### config.mk
export PLATFORM = sky130hd
export DESIGN_NAME = scope_host
export DESIGN_NICKNAME = d
export VERILOG_FILES = /design/src/rtl/scope_host.sv
export SDC_FILE = /design/constraint.sdc
export NUM_CORES = 1
export LEC_CHECK = 0
export CAP_MARGIN = 20
export CORE_AREA = 2 2 54 107
export CTS_CLUSTER_DIAMETER = 150
export DETAILED_ROUTE_END_ITERATION = 10
export DIE_AREA = 0 0 56 109
export PLACE_DENSITY = 0.73
export SLEW_MARGIN = 10
export SYNTH_ARGS = -nofsm -noshare
export SYNTH_HDL_FRONTEND = slang
export SYNTH_SLANG_ARGS = --single-unit
### constraint.sdc
create_clock -name clk -period 3.5 [get_ports clk]
set_input_delay 0.7 -clock clk [delete_from_list [all_inputs] [get_ports clk]]
set_output_delay 0.7 -clock clk [all_outputs]
set_load 0.05 [all_outputs]
### src/rtl/scope_host.sv
// Master-side sequencer for the scope byte command protocol: runs the ID/config/arm/poll
// command frames against the acquisition slave and drains its sample buffer onto a valid/ready stream.
module scope_host #(
   parameter int NSIG  = 1,
   parameter int NSAMP = 4,
   parameter int NTIME = 3,
   parameter int GAP   = 2
) (
   input  logic                        clk,
   input  logic                        reset,
   input  logic                        start,
   input  logic                        abort,
   input  logic [NSAMP-1:0]            npost_cfg,
   input  logic [3*NSIG-1:0]           trig_cfg,
   input  logic                        use_sim,
   output logic                        select,
   output logic                        drequest,
   output logic [7:0]                  mosi,
   input  logic [7:0]                  miso,
   output logic                        busy,
   output logic                        error,
   output logic                        fin,
   output logic [NSIG+NTIME:0]         smp_data,
   output logic                        smp_valid,
   input  logic                        smp_ready
);

   localparam int NBITS  = NSIG + NTIME + 1;
   localparam int NBYTES = (NBITS - 1) / 8 + 1;
   localparam int NPB    = (NSAMP - 1) / 8 + 1;
   localparam int NPW    = NPB * 8;
   localparam int WIDE   = NBYTES * 8;
   localparam logic [15:0] WAITLAST = 16'(GAP - 2);
   localparam logic [7:0]  LASTCH   = 8'(NSIG - 1);

   typedef enum logic [3:0] {
      S_IDLE, S_ID, S_POST, S_TRIG, S_CONF, S_ARM, S_POLL, S_DRAIN, S_READ, S_POP
   } state_t;

   // Within a frame: one select-only setup cycle, then strobe/wait pairs, then a select-low end cycle.
   typedef enum logic [1:0] {PH_SETUP, PH_REQ, PH_WAIT, PH_END} phase_t;

   state_t             state_q, state_d;
   phase_t             phase_q, phase_d;
   logic [7:0]         byteIdx_q, byteIdx_d;
   logic [15:0]        waitCnt_q, waitCnt_d;
   logic [7:0]         chCnt_q, chCnt_d;
   logic [NPW-1:0]     npost_q, npost_d;
   logic [3*NSIG-1:0]  trig_q, trig_d;
   logic               sim_q, sim_d;
   logic [7:0]         status_q, status_d;
   logic [NBITS-1:0]   dataBuf_q, dataBuf_d;
   logic               valid_q, valid_d;
   logic               error_q, error_d;
   logic               fin_q, fin_d;

   logic [7:0]         frameLen;
   logic [7:0]         txByte;
   logic [7:0]         idxM1;

   always_ff @(posedge clk) begin
      if (reset) begin
         state_q   <= S_IDLE;
         phase_q   <= PH_SETUP;
         byteIdx_q <= '0;
         waitCnt_q <= '0;
         chCnt_q   <= '0;
         npost_q   <= '0;
         trig_q    <= '0;
         sim_q     <= 1'b0;
         status_q  <= '0;
         dataBuf_q <= '0;
         valid_q   <= 1'b0;
         error_q   <= 1'b0;
         fin_q     <= 1'b0;
      end else begin
         state_q   <= state_d;
         phase_q   <= phase_d;
         byteIdx_q <= byteIdx_d;
         waitCnt_q <= waitCnt_d;
         chCnt_q   <= chCnt_d;
         npost_q   <= npost_d;
         trig_q    <= trig_d;
         sim_q     <= sim_d;
         status_q  <= status_d;
         dataBuf_q <= dataBuf_d;
         valid_q   <= valid_d;
         error_q   <= error_d;
         fin_q     <= fin_d;
      end
   end

   // Frame length and outgoing byte for the current step and byte position.
   always_comb begin
      frameLen = 8'd1;
      txByte   = 8'h00;
      idxM1    = byteIdx_q - 8'd1;
      case (state_q)
         S_ID: begin
            frameLen = 8'd2;
            txByte   = (byteIdx_q == 8'd0) ? 8'h11 : 8'h00;
         end
         S_POST: begin
            frameLen = 8'(1 + NPB);
            txByte   = (byteIdx_q == 8'd0) ? 8'h15 : 8'(npost_q >> {idxM1, 3'b000});
         end
         S_TRIG: begin
            frameLen = 8'd2;
            txByte   = (byteIdx_q == 8'd0) ? (8'h40 | chCnt_q)
                                           : {5'b00000, 3'(trig_q >> (3 * chCnt_q))};
         end
         S_CONF:  txByte = {7'b0001100, sim_q};
         S_ARM:   txByte = 8'h28;
         S_POLL, S_DRAIN: begin
            frameLen = 8'd2;
            txByte   = (byteIdx_q == 8'd0) ? 8'h14 : 8'h00;
         end
         S_READ: begin
            frameLen = 8'(NBYTES);
            txByte   = (byteIdx_q == 8'd0) ? 8'h16 : 8'h00;
         end
         S_POP:   txByte = 8'h22;
         default: txByte = 8'h00;
      endcase
   end

   assign busy      = (state_q != S_IDLE);
   assign select    = busy && (phase_q != PH_END);
   assign drequest  = busy && (phase_q == PH_REQ);
   assign mosi      = drequest ? txByte : 8'h00;
   assign error     = error_q;
   assign fin       = fin_q;
   assign smp_data  = dataBuf_q;
   assign smp_valid = valid_q;

   // Step sequencing; the decision for each step is taken in its select-low end cycle.
   always_comb begin
      state_d   = state_q;
      phase_d   = phase_q;
      byteIdx_d = byteIdx_q;
      waitCnt_d = waitCnt_q;
      chCnt_d   = chCnt_q;
      npost_d   = npost_q;
      trig_d    = trig_q;
      sim_d     = sim_q;
      status_d  = status_q;
      dataBuf_d = dataBuf_q;
      valid_d   = valid_q;
      error_d   = error_q;
      fin_d     = 1'b0;

      if (valid_q && smp_ready) valid_d = 1'b0;

      if (state_q == S_IDLE) begin
         if (start) begin
            state_d   = S_ID;
            phase_d   = PH_SETUP;
            byteIdx_d = 8'd0;
            npost_d   = NPW'(npost_cfg);
            trig_d    = trig_cfg;
            sim_d     = use_sim;
            error_d   = 1'b0;
         end
      end else begin
         case (phase_q)
            PH_SETUP: phase_d = PH_REQ;
            PH_REQ: begin
               phase_d   = PH_WAIT;
               waitCnt_d = 16'd0;
            end
            PH_WAIT: begin
               if (waitCnt_q == 16'd0) begin
                  if (byteIdx_q == 8'd0 &&
                      (state_q == S_ID || state_q == S_POLL || state_q == S_DRAIN))
                     status_d = miso;
                  if (state_q == S_READ)
                     dataBuf_d = NBITS'((WIDE'(dataBuf_q) & ~(WIDE'(8'hFF) << {byteIdx_q, 3'b000}))
                                        | (WIDE'(miso) << {byteIdx_q, 3'b000}));
               end
               if (waitCnt_q >= WAITLAST) begin
                  if (byteIdx_q == frameLen - 8'd1) begin
                     phase_d = PH_END;
                  end else begin
                     byteIdx_d = byteIdx_q + 8'd1;
                     phase_d   = PH_REQ;
                  end
               end else begin
                  waitCnt_d = waitCnt_q + 16'd1;
               end
            end
            default: begin
               phase_d   = PH_SETUP;
               byteIdx_d = 8'd0;
               case (state_q)
                  S_ID: begin
                     if (status_q != 8'h53) begin
                        error_d = 1'b1;
                        state_d = S_IDLE;
                     end else begin
                        state_d = S_POST;
                     end
                  end
                  S_POST: begin
                     state_d = S_TRIG;
                     chCnt_d = 8'd0;
                  end
                  S_TRIG: begin
                     if (chCnt_q == LASTCH) state_d = S_CONF;
                     else chCnt_d = chCnt_q + 8'd1;
                  end
                  S_CONF:  state_d = S_ARM;
                  S_ARM:   state_d = S_POLL;
                  S_POLL:  if (status_q[0]) state_d = S_DRAIN;
                  S_DRAIN: begin
                     if (status_q[2]) begin
                        state_d = S_READ;
                     end else begin
                        fin_d   = 1'b1;
                        state_d = S_IDLE;
                     end
                  end
                  S_READ: begin
                     valid_d = 1'b1;
                     state_d = S_POP;
                  end
                  S_POP: begin
                     if (valid_q && !smp_ready) phase_d = PH_END;
                     else state_d = S_DRAIN;
                  end
                  default: state_d = S_IDLE;
               endcase
            end
         endcase
      end

      // Abort discards any held sample and the frame in progress.
      if (abort) begin
         state_d = S_IDLE;
         phase_d = PH_SETUP;
         valid_d = 1'b0;
         fin_d   = 1'b0;
      end
   end

endmodule

Yosys cells after proc, flatten, opt, wreduce, memory -nomap -nowiden

Cells that the tools add are included.
Widths: inputs -> output; s select.

Flip-flop bits (word level): 62
Bits in latches: 0
RAM bits: 0
ROM bits: 0
Input port bits: 21
Output and inout bits: 19
Logic and storage cells: 130
Memories kept: 0

$add $sub $neg: 5
$mul: 1
Div/mod/pow operators: 0
Magnitude comparators: 1
Equal/unequal tests: 24
Shift operators: 4
Multiplexer cells: 43
Bitwise logic cells: 6
Reduce and logical (&&, ||, !) cells: 33

Operators by type and width:

| cell                  | number |
|---|---|
| $mux 8                | 8 |
| $pmux 8 s8            | 1 |
| $pmux 4 s9            | 1 |
| $pmux 16 s2           | 1 |
| $pmux 8 s2            | 2 |
| $mux 4                | 7 |
| $reduce_and 4->1      | 5 |
| $add 16x1->16 const B | 1 |
| $add 8x1->8 const B   | 2 |
| $eq 4x3->1 const B    | 4 |
| $ge 16x1->1 const B   | 1 |
| $logic_not 16->1      | 1 |
| $logic_not 8->1       | 2 |
| $mux 16               | 1 |
| $mux 2                | 8 |
| $sub 8x1->8 const B   | 2 |
| $mux 5                | 3 |
| $ne 3x3->1 const B    | 5 |
| $shl 8x11->5          | 1 |
| $shl 8x11->5 const A  | 1 |
| $shr 4x11->8          | 1 |
| $mul 2x8->10 const A  | 1 |
| $mux 1                | 10 |
| $shr 3x10->3          | 1 |
| 28 further kinds      | 47 |

Logic depth before layout (Yosys ltp)

Depth in word-level cells: 9
Depth in mapped cells: 8
Gate-level depth less buffers: 7

Worst setup path before layout

No wires, ideal clock.

Path kind: register to output
From: reg state_q[3]
To: out mosi[7]
Arrival: 2986 ps
Data required time: 2800 ps
Setup slack: -186 ps
Cell stages (with the launch flop): 8
Buffers on the path: 2
Cell sequence: dfxtp_1 clkbuf_2 nor4_1 clkbuf_1 inv_2 nand4b_1 nor3_1 and2_1

Elaborated cells between the ends (all ways): 14
Those cells by class: 9 x eq/ne; 2 x mux; 3 x reduce/logical

RTL lines:

| element                | line | text |
|---|---|---|
| start, declared        | 43   | `state_t state_q, state_d;` |
| start signal, assigned | 77   | `state_q <= state_d;` |
| $reduce_bool 4->1      | 127  | `assign busy = (state_q != S_IDLE);` |
| via busy               | 20   | `output logic busy,` |
| $logic_and 1x1->1      | 129  | `assign drequest = busy && (phase_q == PH_REQ);` |
| $mux 8                 | 130  | `assign mosi = drequest ? txByte : 8'h00;` |
| end, declared          | 18   | `output logic [7:0] mosi,` |

The timed path passes the listed nets, and every way through them passes these cells.

Final worst setup path

From: reg byteIdx_q[0]
To: out mosi[1]

Longest elaborated chain between the ends: 5
Elaborated cells between the ends (all ways): 8
Those cells by class: 1 x add/sub; 1 x shift; 5 x mux; 1 x reduce/logical

RTL lines:

| element                | line | text |
|---|---|---|
| start, declared        | 45   | `logic [7:0] byteIdx_q, byteIdx_d;` |
| start signal, assigned | 79   | `byteIdx_q <= byteIdx_d;` |
| $sub 8x1->8            | 97   | `idxM1 = byteIdx_q - 8'd1;` |
| $shr 4x11->8           | 105  | `txByte = (byteIdx_q == 8'd0) ? 8'h15 : 8'(npost_q >> {idxM1, 3'b000});` |
| $mux 8                 | 105  |  |
| $pmux 8 s8 (*)         | 98   | `case (state_q)` |
| $mux 8 (*)             | 130  |  |

Mark *: on every way between the ends. The rest lies on a longest branch, timed or not.

==> metrics.txt <==
Via density 5.84; clock root buffer clkbuf_8; maximum clock path buffer count 2; first-pass GRT wire length 11,000 um; post-CTS resize count 0; grt total ovfl 0; Setup Buffers After CTS 0; fin worst setup slack 0.214 ns; Hold Path Depth 2; Ys Warns 0; largest net degree at the start of global routing 31; Cell Area, Synth between 2000 and 3000 um^2; synthesized instance count between 300 and 400; count of cell types in the netlist 55; P&R area growth vs syn 18.9%; post-cts hold buffer count 0; synthesized area per cell 8.12 um^2; post-synthesis sequential area ratio ~36%; Remaining DRCs 0; post-synth top area cell dfxtp_1; Max transition margin 50.7%; WL/cell 15.9 um; initial drt markers 77; RSZ-0062 raised after global routing no; Sw Share roughly 25%; TritonCTS Buffers 5; fillcell total 521; Ports 40; CP Launch Type flip-flop; pre-CTS setup slack 0.479 ns; Seq pwr share a little under three fifths; Max Freq between 300 and 400 MHz; peak fanout along the critical path 11; worst-margin pin slew approximately 0.73 ns; initial antenna violation count 0; Syn Nets 345; largest cells by area after synthesis dfxtp_1 36%, nor2_1 6.7%, mux2i_1 6.2%, nand2_1 5.2%, xor2_1 4.1%; count of pins over their slew limit 0; Initial DRT Pass Iterations 4; CTS tree yes; Clk pwr share 35.1%; leading cell type in the layout, fill and taps excluded nor2_1; final worst path period share 93.9%; clk sinks between 40 and 50; core area 5330 um^2; dominant synthesized flop cell dfxtp_1; Final nets between 300 and 400; Clock Skew 0.0103 ns; hpwl dp 4880 um; Cell Rows 38; Die W 56 um; r2r worst-path depth 5; post-synth top area share 35.6%; ANT nets after route 0; Worst Hold Slack around 0.46 ns; final WL 6560 um; internal power 706 uW; # setup viols final 0; Worst Setup Path Type reg2out; crit path time final 3.29 ns; EDFF count, synth 0; final hold violations 0; VDD IR max between 0.2 and 0.3 mV; port bufs 39; Critical Path AT 2.59 ns; share of cells above drive strength 1 10.2%; Max Cap Viol 0; P_leak 1.12 nW; Die Area 6100 um^2; flop and latch count out of synthesis 46; switching power 239 uW; Pwr per Cell Area 307 nW/um^2; vias in the first global route 2,306; antenna cell count 0; Die Y 109 um; Fin Setup TNS 0 ns; most frequent cells in the layout 46 x nor2_1, 45 x dfxtp_1, 36 x nand2_1, 29 x clkdlybuf4s50_1, 20 x a21oi_1; clock-pin slew on the worst setup and hold paths 0.09 ns; Placer Congestion 0.891; asr flop ratio synth 0%; Worst EP required 2.80 ns; post-layout util between 50% and 60%; H-tree levels 2; Hold WC Path Type reg2reg; DR vias approximately 2,400; crit end category output port; Total Routing Usage GR 22.7%; clk_lat worst skew about 0.32 ns; combinational power share 8.4%; initial core utilization 48.6%; status finished clean
## registers in the layout, indices dropped and copies added, names as in the netlist
register and flops:
smp_data 5, npost_q 4, state_q 4, sim_q 1, phase_q 2, fin 1, status_q 8, byteIdx_q 8
error 1, chCnt_q 8, trig_q 3, smp_valid 1
## cells by family (layout without fill, tap and decap cells)
kind of cell	Yosys count	count (layout)	share of synthesized area, %
AOI/OAI and AO/OA	53	53	12.9
xor gates and xnor gates	15	15	5.07
adders and majority gates	5	5	2.42
buffers and inverters	25	58	4.30
DFF	46	46	35.6
muxes	16	16	6.18
and+or+nand+nor	159	159	33.6
## worst paths after layout
| kind | slack [ns] | endpoint | from |
|---|---|---|---|
| worst max-delay path | 0.21 | mosi[1] | byteIdx_q[0] |
| worst min-delay path | 0.46 | npost_q[0] | npost_q[0] |
| worst max register to register | 1.22 | state_q[0] | state_q[3] |
| worst min register to register | 0.46 | npost_q[0] | npost_q[0] |
## Yosys cell counts (all sizes together) (3+ instances only)
library cell,instances
a31oi,5
dfxtp,46
nand2b,6
and2,3
clkbuf,14
nor4,7
xor2,12
mux2i,16
nor3b,4
nand2,36
o21ai,10
and3,6
a21oi,20
nor3,8
buf,6
xnor2,3
nor4bb,3
nand4,13
inv,5
ha,5
nand3,12
o31ai,3
nor2,46
## critical path: stages, from the launching register on
cell and delay, ns:
dfxtp_1 0.56, inv_1 0.13, ha_1 0.32, nor3_1 0.20, xor2_1 0.12, nor3_1 0.33
nand2_1 0.09, a211oi_1 0.26, buf_4 0.26
## layout make-up
cell class              count  area, um^2  area share (%)
clock buffers               5        68.8            2.23
clock inverters             3        21.3           0.691
inverters                   5        18.8           0.610
multi-input cells         248        1560            50.8
flip-flops and latches     46         922            29.9
well taps                  60        75.1            2.44
repair buffers             45         410            13.3
## power groups by stage
stage / clock network [mW] / registers, mW / logic, mW
5_1_grt: 0.358 / 0.535 / 0.0877
6_report: 0.332 / 0.534 / 0.0794
4_1_cts: 0.341 / 0.534 / 0.0794
3_3_place_gp: 0 / 0.546 / 0.0782
3_5_place_dp: 0 / 0.546 / 0.0791
2_1_floorplan: 0 / 0.545 / 0.0423
## routing by layer
layer  track usage, %  vias up  part of all wire (%)
li1                 -     1205                     -
met2             38.1       77                    51
met3             2.85       10                   4.7
met5                0        -                     0
met4             11.6        0                   2.5
met1             28.2     1116                    41
## stage by stage
step | instance area [um^2] | cells | power, mW
final | 3080 | 412 | 0.945
after global routing | 3080 | 412 | 0.981
after CTS | 3080 | 412 | 0.954
after detailed placement | 2990 | 404 | 0.625
after global placement | 2990 | 404 | 0.624
after floorplan | 2590 | 319 | 0.587
Power figures use the tool's default switching activity.
